<file path="config.mk">
export PLATFORM = sky130hd
export DESIGN_NAME = fpu_cvt_wb_queue
export DESIGN_NICKNAME = d
export VERILOG_FILES = /design/src/rtl/fpu_cvt_wb_pkg.sv /design/src/rtl/fpu_cvt_wb_ram.sv /design/src/rtl/fpu_cvt_wb_queue.sv
export SDC_FILE = /design/constraint.sdc
export NUM_CORES = 1
export LEC_CHECK = 0
export ABC_AREA = 1
export BUFFER_PORTS_ARGS = -buffer_cell sky130_fd_sc_hd__buf_2
export CORE_MARGIN = 10
export CORE_UTILIZATION = 35
export DETAILED_ROUTE_END_ITERATION = 6
export PLACE_DENSITY = 0.54
export SETUP_SLACK_MARGIN = 0.02
export SLEW_MARGIN = 20
export SYNTH_ARGS = -nofsm -noshare
export SYNTH_HDL_FRONTEND = slang
export SYNTH_SLANG_ARGS = --single-unit
</file>
<file path="constraint.sdc">
create_clock -name clk -period 10.4 [get_ports clk]
set_clock_uncertainty 0.2 [all_clocks]
set_input_delay 0.52 -clock clk [delete_from_list [all_inputs] [get_ports clk]]
set_output_delay 0.52 -clock clk [all_outputs]
set_load 0.01 [all_outputs]
</file>
<file path="src/rtl/fpu_cvt_wb_pkg.sv">
// fpu_cvt_wb_pkg: shared types for the convert-result writeback queue
package fpu_cvt_wb_pkg;
    localparam int CVT_TAG_W = 9;
    typedef struct packed {
        logic [64:0]          res;
        logic                 alt;
        logic [CVT_TAG_W-1:0] tag;
    } cvt_wb_ent_t;
endpackage

</file>
<file path="src/rtl/fpu_cvt_wb_ram.sv">
// fpu_cvt_wb_ram: DEPTH x W storage, one write port and one async read port, contents never reset
module fpu_cvt_wb_ram #(
    parameter int DEPTH = 4,
    parameter int W     = 75
) (
    input  logic                     clk,
    input  logic                     we,
    input  logic [$clog2(DEPTH)-1:0] waddr,
    input  logic [W-1:0]             wdata,
    input  logic [$clog2(DEPTH)-1:0] raddr,
    output logic [W-1:0]             rdata
);
    logic [W-1:0] mem [DEPTH];
    always_ff @(posedge clk)
        if (we) mem[waddr] <= wdata;
    assign rdata = mem[raddr];
endmodule

</file>
<file path="src/rtl/fpu_cvt_wb_queue.sv">
// fpu_cvt_wb_queue: queues FP->INT convert results for the integer writeback port,
// with registered head outputs and early issue back-pressure.
module fpu_cvt_wb_queue
    import fpu_cvt_wb_pkg::*;
#(
    parameter int DEPTH     = 4,
    parameter int AFULL_GAP = 2,
    parameter int TAG_W     = CVT_TAG_W
) (
    input  logic             clk,
    input  logic             rst,
    input  logic             cvt_vld,
    input  logic [64:0]      cvt_res,
    input  logic             cvt_alt,
    input  logic [TAG_W-1:0] cvt_tag,
    input  logic             flush,
    output logic             cvt_stall,
    output logic             wb_vld,
    input  logic             wb_rdy,
    output logic [64:0]      wb_res,
    output logic             wb_alt,
    output logic [TAG_W-1:0] wb_tag,
    output logic             ovf_err
);
    localparam int AW = $clog2(DEPTH);
    localparam int PW = AW + 1;
    localparam int W  = 66 + TAG_W;
    logic [PW-1:0] wr_ptr, rd_ptr, wr_nxt, rd_nxt, cnt_nxt;
    logic [W-1:0]  in_ent, rd_data, head;
    logic          full, pop, push;
    assign full    = (wr_ptr[AW] != rd_ptr[AW]) && (wr_ptr[AW-1:0] == rd_ptr[AW-1:0]);
    assign pop     = wb_vld && wb_rdy;
    assign push    = cvt_vld && (!full || pop) && !flush;
    assign rd_nxt  = flush ? '0 : rd_ptr + PW'(pop);
    assign wr_nxt  = flush ? '0 : wr_ptr + PW'(push);
    assign cnt_nxt = wr_nxt - rd_nxt;
    assign in_ent  = {cvt_res, cvt_alt, cvt_tag};
    // When the next head is the slot being written this cycle, bypass the incoming entry
    assign head    = (push && rd_nxt[AW-1:0] == wr_ptr[AW-1:0]) ? in_ent : rd_data;
    fpu_cvt_wb_ram #(.DEPTH(DEPTH), .W(W)) u_ram (
        .clk   (clk),
        .we    (push),
        .waddr (wr_ptr[AW-1:0]),
        .wdata (in_ent),
        .raddr (rd_nxt[AW-1:0]),
        .rdata (rd_data)
    );
    always_ff @(posedge clk) begin
        if (!rst) begin
            wr_ptr    <= '0;
            rd_ptr    <= '0;
            wb_vld    <= 1'b0;
            wb_res    <= '0;
            wb_alt    <= 1'b0;
            wb_tag    <= '0;
            cvt_stall <= 1'b0;
            ovf_err   <= 1'b0;
        end else begin
            wr_ptr    <= wr_nxt;
            rd_ptr    <= rd_nxt;
            wb_vld    <= cnt_nxt != '0;
            {wb_res, wb_alt, wb_tag} <= head;
            cvt_stall <= cnt_nxt >= PW'(DEPTH - AFULL_GAP);
            if (cvt_vld && full && !pop && !flush) ovf_err <= 1'b1;
        end
    end
endmodule

</file>
==> impl_metrics.env, run 1 <==
export IMPL_die_y_um=230
export IMPL_placed_cells=2201
export IMPL_grt_max_degree=99
export IMPL_slew_headroom=0.243
export IMPL_startpoint_type="register"
export IMPL_finalCriticalPeriod_ns=3.93
export IMPL_overflow=0
export IMPL_vias_per_cell=4.47
export IMPL_root_buffer="clkbuf_16"
export IMPL_cts_buffers=42
export IMPL_peakVddDrop_uv=96.8
export IMPL_dp_hpwl_um=20200
export IMPL_cpMaxStageDelayCell="buf_4"
export IMPL_status="finished clean"
export IMPL_layout_cells_most_common_list="330 x nand2_1, 300 x edfxtp_1, 237 x nor2_1, 226 x inv_1, 156 x buf_2"
export IMPL_syn_num_nets=1603
export IMPL_fmaxAchievable_ghz=0.255
export IMPL_arrival_ns=4.15
export IMPL_grt_pass1_vias=10117
export IMPL_antenna_found_initial=3
export IMPL_cts_repair_resize_count=0
export IMPL_reg2reg_setup_slack_ns=6.47
export IMPL_crit_type="reg2reg"
export IMPL_dieArea_mm2=0.0527
export IMPL_finalHoldViolations=0
export IMPL_pre_cts_slack_ns=5.95
export IMPL_clockBufferDepth=3
export IMPL_nets=1751
export IMPL_required_ns=10.62
export IMPL_ys_types=21
export IMPL_row_count=76
export IMPL_htreeDepth=2
export IMPL_fin_cells=2284
export IMPL_tritoncts="yes"
export IMPL_drt_wl_total_um=36900
export IMPL_timing_final_crit_share=0.378
export IMPL_cpMostUsedCell="nand2_1"
export IMPL_total_leakage_power_nw=8.03
export IMPL_end_kind="register"
export IMPL_drive_above_1_share=0.155
export IMPL_gp_congestion=0.711
export IMPL_rsz0062_at_grt="false"
export IMPL_fin_tns_setup_ns=0
export IMPL_first_iter_violations=588
export IMPL_maxSlewViolCount=0
export IMPL_ios=158
export IMPL_port_buffers=157
export IMPL_wire_per_inst_um=16.1
export IMPL_area_delta_synth_final_pct=18.5
export IMPL_core_area_mm2=0.0433
export IMPL_tightest_slew_ns=1.14
export IMPL_hp_class="in2reg"
export IMPL_syn_instance_count=1517
export IMPL_fin_ws_ns=6.47
export IMPL_ys_ff_latch=384
export IMPL_final_common_cell="nand2_1"
export IMPL_num_antenna_cells=0
export IMPL_drtAntennaViolNets=0
export IMPL_ys_warn_count=0
export IMPL_synth_avg_cell_area_um2=10.1
export IMPL_initial_core_util=0.355
export IMPL_cts_sinks=384
export IMPL_grt_first_pass_wirelength_um=58000
export IMPL_setup_violations_final=0
export IMPL_crit_family="buffers and inverters"
export IMPL_die_w_um=230
export IMPL_cap_viol_max_count=0
export IMPL_max_stage_delay_ns=0.72
export IMPL_crit_chain="nand2_1 > inv_1 > ha_1 > ha_1 > inv_1 > nor2_4 > buf_4 > nand2_1 > nand2_1 > nor2_1 > nand3_4 > buf_4 > buf_16 > nand2_1 > nand2_1 > nor2_1"
export IMPL_track_usage=0.137
export IMPL_path_clk_slew_ns=0.06
export IMPL_drcViolationCount=0
export IMPL_synth_seq_area_share=0.695
export IMPL_worstSkewPairLatency_ns=0.54
export IMPL_path_max_fanout=77
export IMPL_cp_num_buf_inv=5
export IMPL_via_count=10206
export IMPL_first_pass_iters=5
export IMPL_power_density_mw_per_mm2=189
export IMPL_syn_cell_area_mm2=0.0154
[Yosys cell counts (all sizes together)]
library cell | instances | area share
clkbuf | 28 | 0.0068
nand3 | 80 | 0.026
ha | 5 | 0.0041
a21oi | 2 | 0.00065
nor2 | 239 | 0.059
inv | 246 | 0.060
buf | 45 | 0.015
edfxtp | 300 | 0.59
o21ai | 150 | 0.049
fa | 1 | 0.0013
nand4 | 1 | 0.00041
dfxtp | 84 | 0.11
nor3 | 4 | 0.0013
nand2 | 332 | 0.081
[cell type report]
cell class | count | area [um^2]
clock buffer | 66 | 1280
clock inverter | 12 | 130
fill | 4187 | 25100
inverter | 246 | 923
multi-input combinational | 814 | 3480
sequential | 384 | 10700
tap | 585 | 732
timing repair buffer | 177 | 968
[flip-flops by register name (all words and copies together), names as in the netlist]
register and flops:
wr_ptr 3, wb_alt 1, rd_ptr 3, cvt_stall 1, ovf_err 1, wb_res 65, wb_vld 1, wb_tag 9
u_ram.mem 300
[per-layer routing]
| layer | vias to the layer above | wire [um] | global-route usage |
|---|---|---|---|
| met5 | - | 25 | 0 |
| met4 | 4 | 731 | 0.0395 |
| met3 | 57 | 1820 | 0.0298 |
| met2 | 206 | 17400 | 0.229 |
| met1 | 4821 | 16900 | 0.176 |
| li1 | 5118 | - | - |
[per-stage QoR]
| stage | hold WS (ns) | total power, mW | instance area [um^2] | util |
|---|---|---|---|---|
| after floorplan | 0.274 | 1.87 | 15400 | - |
| after global placement | 0.244 | 1.97 | 16700 | 0.386 |
| after detailed placement | 0.242 | 1.97 | 16700 | 0.386 |
| after CTS | 0.000224 | 3.48 | 18200 | 0.420 |
| after global routing | 0.00825 | 3.57 | 18200 | 0.421 |
| final | 0.0168 | 3.44 | 18200 | 0.421 |
[kinds of logic (layout without fill, tap and decap cells)]
| family | after synthesis | in the layout | share of synthesized area |
|---|---|---|---|
| buffers and inverters | 319 | 501 | 0.0816 |
| adder cells (fa/ha/maj) | 6 | 6 | 0.00537 |
| flip-flops | 384 | 384 | 0.695 |
| AO/OA/AOI/OAI | 152 | 152 | 0.0495 |
| AND/OR/NAND/NOR | 656 | 656 | 0.168 |
[report_power, final]
part | internal [mW] | total, mW | switching (mW)
Clock | 0.921 | 1.50 | 0.581
Combinational | 0.0747 | 0.231 | 0.156
Sequential | 1.70 | 1.71 | 0.0111
Total | 2.69 | 3.44 | 0.748
[worst reg2reg max path: stages (launching register included)]
cell and delay, ns:
dfxtp_1 0.30, nand2_1 0.09, inv_1 0.05, ha_1 0.18, ha_1 0.39, inv_1 0.10, nor2_4 0.08, buf_4 0.72
nand2_1 0.11, nand2_1 0.09, nor2_1 0.06, nand3_4 0.42, buf_4 0.45, buf_16 0.33, nand2_1 0.14, nand2_1 0.08
nor2_1 0.04
[path summary, 6_finish.rpt]
| kind | from | end | cells after the start |
|---|---|---|---|
| setup / recovery | wb_vld | wb_res[37] | 16 |
| setup reg to reg | wb_vld | wb_res[37] | 16 |
| hold / removal | cvt_tag[0] | u_ram.mem[3][0] | 1 |
| hold reg to reg | ovf_err | ovf_err | 2 |
[repair_timing]
| action | in CTS | in global routing |
|---|---|---|
| endpoints found under the hold margin | 13 | 0 |
| hold buffers | 4 | 0 |
| buffers inserted | 0 | 0 |
| endpoints found under the setup margin | 0 | 0 |
Power figures use the tool's default switching activity.
==> inputs of run 2 (changes only) <==
--- a/config.mk
+++ b/config.mk
@@ -10,7 +10,7 @@
 export CORE_MARGIN = 10
 export CORE_UTILIZATION = 35
 export DETAILED_ROUTE_END_ITERATION = 6
-export PLACE_DENSITY = 0.54
+export PLACE_DENSITY = 0.56
 export SETUP_SLACK_MARGIN = 0.02
 export SLEW_MARGIN = 20
 export SYNTH_ARGS = -nofsm -noshare
==> constraint.sdc (replaced) <==
create_clock -name clk -period 3.4 [get_ports clk]
set_clock_uncertainty 0.2 [all_clocks]
set_input_delay 0.17 -clock clk [delete_from_list [all_inputs] [get_ports clk]]
set_output_delay 0.17 -clock clk [all_outputs]
set_load 0.01 [all_outputs]
==> impl_metrics.env, run 2 (synthesized netlist as in run 1, its figures left out) <==
export IMPL_status="finished clean"
export IMPL_cts_repair_resize_count=0
export IMPL_layout_cells_most_common_list="330 x nand2_1, 300 x edfxtp_1, 237 x nor2_1, 226 x inv_1, 156 x buf_2"
export IMPL_drive_above_1_share=0.153
export IMPL_path_clk_slew_ns=0.06
export IMPL_hp_start="cvt_res[33]"
export IMPL_htreeDepth=2
export IMPL_met2_usage=0.228
export IMPL_required_ns=3.65
export IMPL_cap_viol_max_count=0
export IMPL_dieArea_mm2=0.0527
export IMPL_port_buffers=157
export IMPL_r2r_end="cvt_stall"
export IMPL_maxSlewViolCount=0
export IMPL_grt_first_pass_wirelength_um=57000
export IMPL_peakVddDrop_uv=430
export IMPL_max_stage_delay_ns=0.53
export IMPL_placed_cells=2208
export IMPL_drtAntennaViolNets=0
export IMPL_cpMostUsedCell="nand2_1"
export IMPL_root_buffer="clkbuf_16"
export IMPL_drcViolationCount=0
export IMPL_total_leakage_power_nw=8.44
export IMPL_design_area_mm2=0.0192
export IMPL_crit_family="simple AND/OR/NAND/NOR gates"
export IMPL_gp_congestion=0.707
export IMPL_reg2reg_setup_slack_ns=0.35
export IMPL_clockBufferDepth=3
export IMPL_power_density_mw_per_mm2=554
export IMPL_drt_wl_total_um=35800
export IMPL_placed_area_mm2=0.0170
export IMPL_antenna_found_initial=2
export IMPL_fin_tns_setup_ns=0
export IMPL_arrival_ns=3.30
export IMPL_cts_sinks=384
export IMPL_total_power_mw=10.6
export IMPL_tritoncts="yes"
export IMPL_startpoint_type="register"
export IMPL_first_iter_violations=605
export IMPL_core_area_mm2=0.0433
export IMPL_cpMaxStageDelayCell="dfxtp_1"
export IMPL_min_to="u_ram.mem[2][43]"
export IMPL_overflow=0
export IMPL_r2r_start="wr_ptr[1]"
export IMPL_gr_usage_met1=0.168
export IMPL_crit_type="reg2reg"
export IMPL_timing_final_crit_share=0.898
export IMPL_hold_path_depth=2
export IMPL_grt_max_degree=77
export IMPL_worstSkewPairLatency_ns=0.56
export IMPL_busiest_layer="met2"
export IMPL_dp_hpwl_um=19300
export IMPL_fmaxAchievable_ghz=0.328
export IMPL_die_y_um=230
export IMPL_final_common_cell="nand2_1"
export IMPL_cts_buffers=43
export IMPL_finalCriticalPeriod_ns=3.05
export IMPL_cp_num_buf_inv=4
export IMPL_grt_pass1_vias=10454
export IMPL_crit_chain="inv_2 > nand2_1 > nand2_1 > nor2_1 > nand2_1 > nand2_1 > inv_1 > ha_1 > ha_1 > nand2_1 > fa_1 > inv_1 > nand4_1 > nand2_1 > nand2_1 > nand2_1 > nand2_1 > nand2_1 > inv_1"
export IMPL_hp_class="in2reg"
export IMPL_reg2reg_depth=19
export IMPL_path_max_fanout=6
export IMPL_via_count=10546
export IMPL_initial_core_util=0.355
export IMPL_setup_violations_final=0
export IMPL_end_kind="register"
export IMPL_startpoint="wr_ptr[1]"
export IMPL_slew_headroom=0.582
export IMPL_vias_per_cell=4.45
export IMPL_track_usage=0.134
export IMPL_fin_cells=2369
export IMPL_grt_use_met3=0.0277
export IMPL_tightest_slew_ns=0.627
export IMPL_largest_reg_flops=300
export IMPL_ios=158
export IMPL_die_w_um=230
export IMPL_row_count=76
export IMPL_nets=1834
export IMPL_fin_util=0.444
export IMPL_wire_per_inst_um=15.1
export IMPL_area_delta_synth_final_pct=24.8
export IMPL_reg_top3="u_ram.mem (300), wb_res (65), wb_tag (9)"
export IMPL_rsz0062_at_grt="false"
export IMPL_largest_register="u_ram.mem"
export IMPL_first_pass_iters=5
export IMPL_finalHoldViolations=0
==> run 2: changes by cell type in the layout (fill, tap and decap cells not counted), moves of 4 or more <==
cell and delta:
nor3_2 -4, dlygate4sd3_1 +76, buf_4 -5, nor3_4 +4
buf_12 +12
==> run 2: metrics by stage <==
stage,setup slack [ns],hold WS (ns)
4_1_cts,0.365,0.146
3_5_place_dp,0.383,0.203
5_1_grt,0.0869,0.178
2_1_floorplan,-1.02,0.0689
6_report,0.347,0.186
3_3_place_gp,0.442,0.201
==> run 2: metal layers <==
metal,up-vias,routed length (um)
met5,-,0
met4,0,758
met3,49,1720
met2,212,17100
met1,4992,16300
li1,5293,-
==> run 2: worst max path at each step <==
stage / end / slack (ns) / cells past startpoint
final: cvt_stall / 0.35 / 19
after floorplan: u_ram.mem[0][0] / -1.02 / 7
after global placement: cvt_stall / 0.44 / 19
after global routing: cvt_stall / 0.09 / 19
after CTS: cvt_stall / 0.36 / 19
after detailed placement: cvt_stall / 0.38 / 19
==> run 2: repair_timing <==
| item | CTS | global route |
|---|---|---|
| hold endpoints to repair | 381 | 0 |
| buffers inserted | 0 | 0 |
| hold buffers | 80 | 0 |
==> run 2: final cells by class <==
type                       count  area (um^2)
multi-input combinational    814         3500
inverter                     246          923
clock inverter                15          156
fill                        4036        24100
tap                          585          732
sequential                   384        10700
antenna                        2         5.00
timing repair buffer         259         1900
clock buffer                  64         1280
==> run 2: report_power, final <==
part	total, mW	switching (mW)	internal, mW	leakage, nW
sequential	5.22	0.0311	5.19	3.42
clock	4.63	1.80	2.83	0.702
combinational	0.782	0.484	0.298	4.31
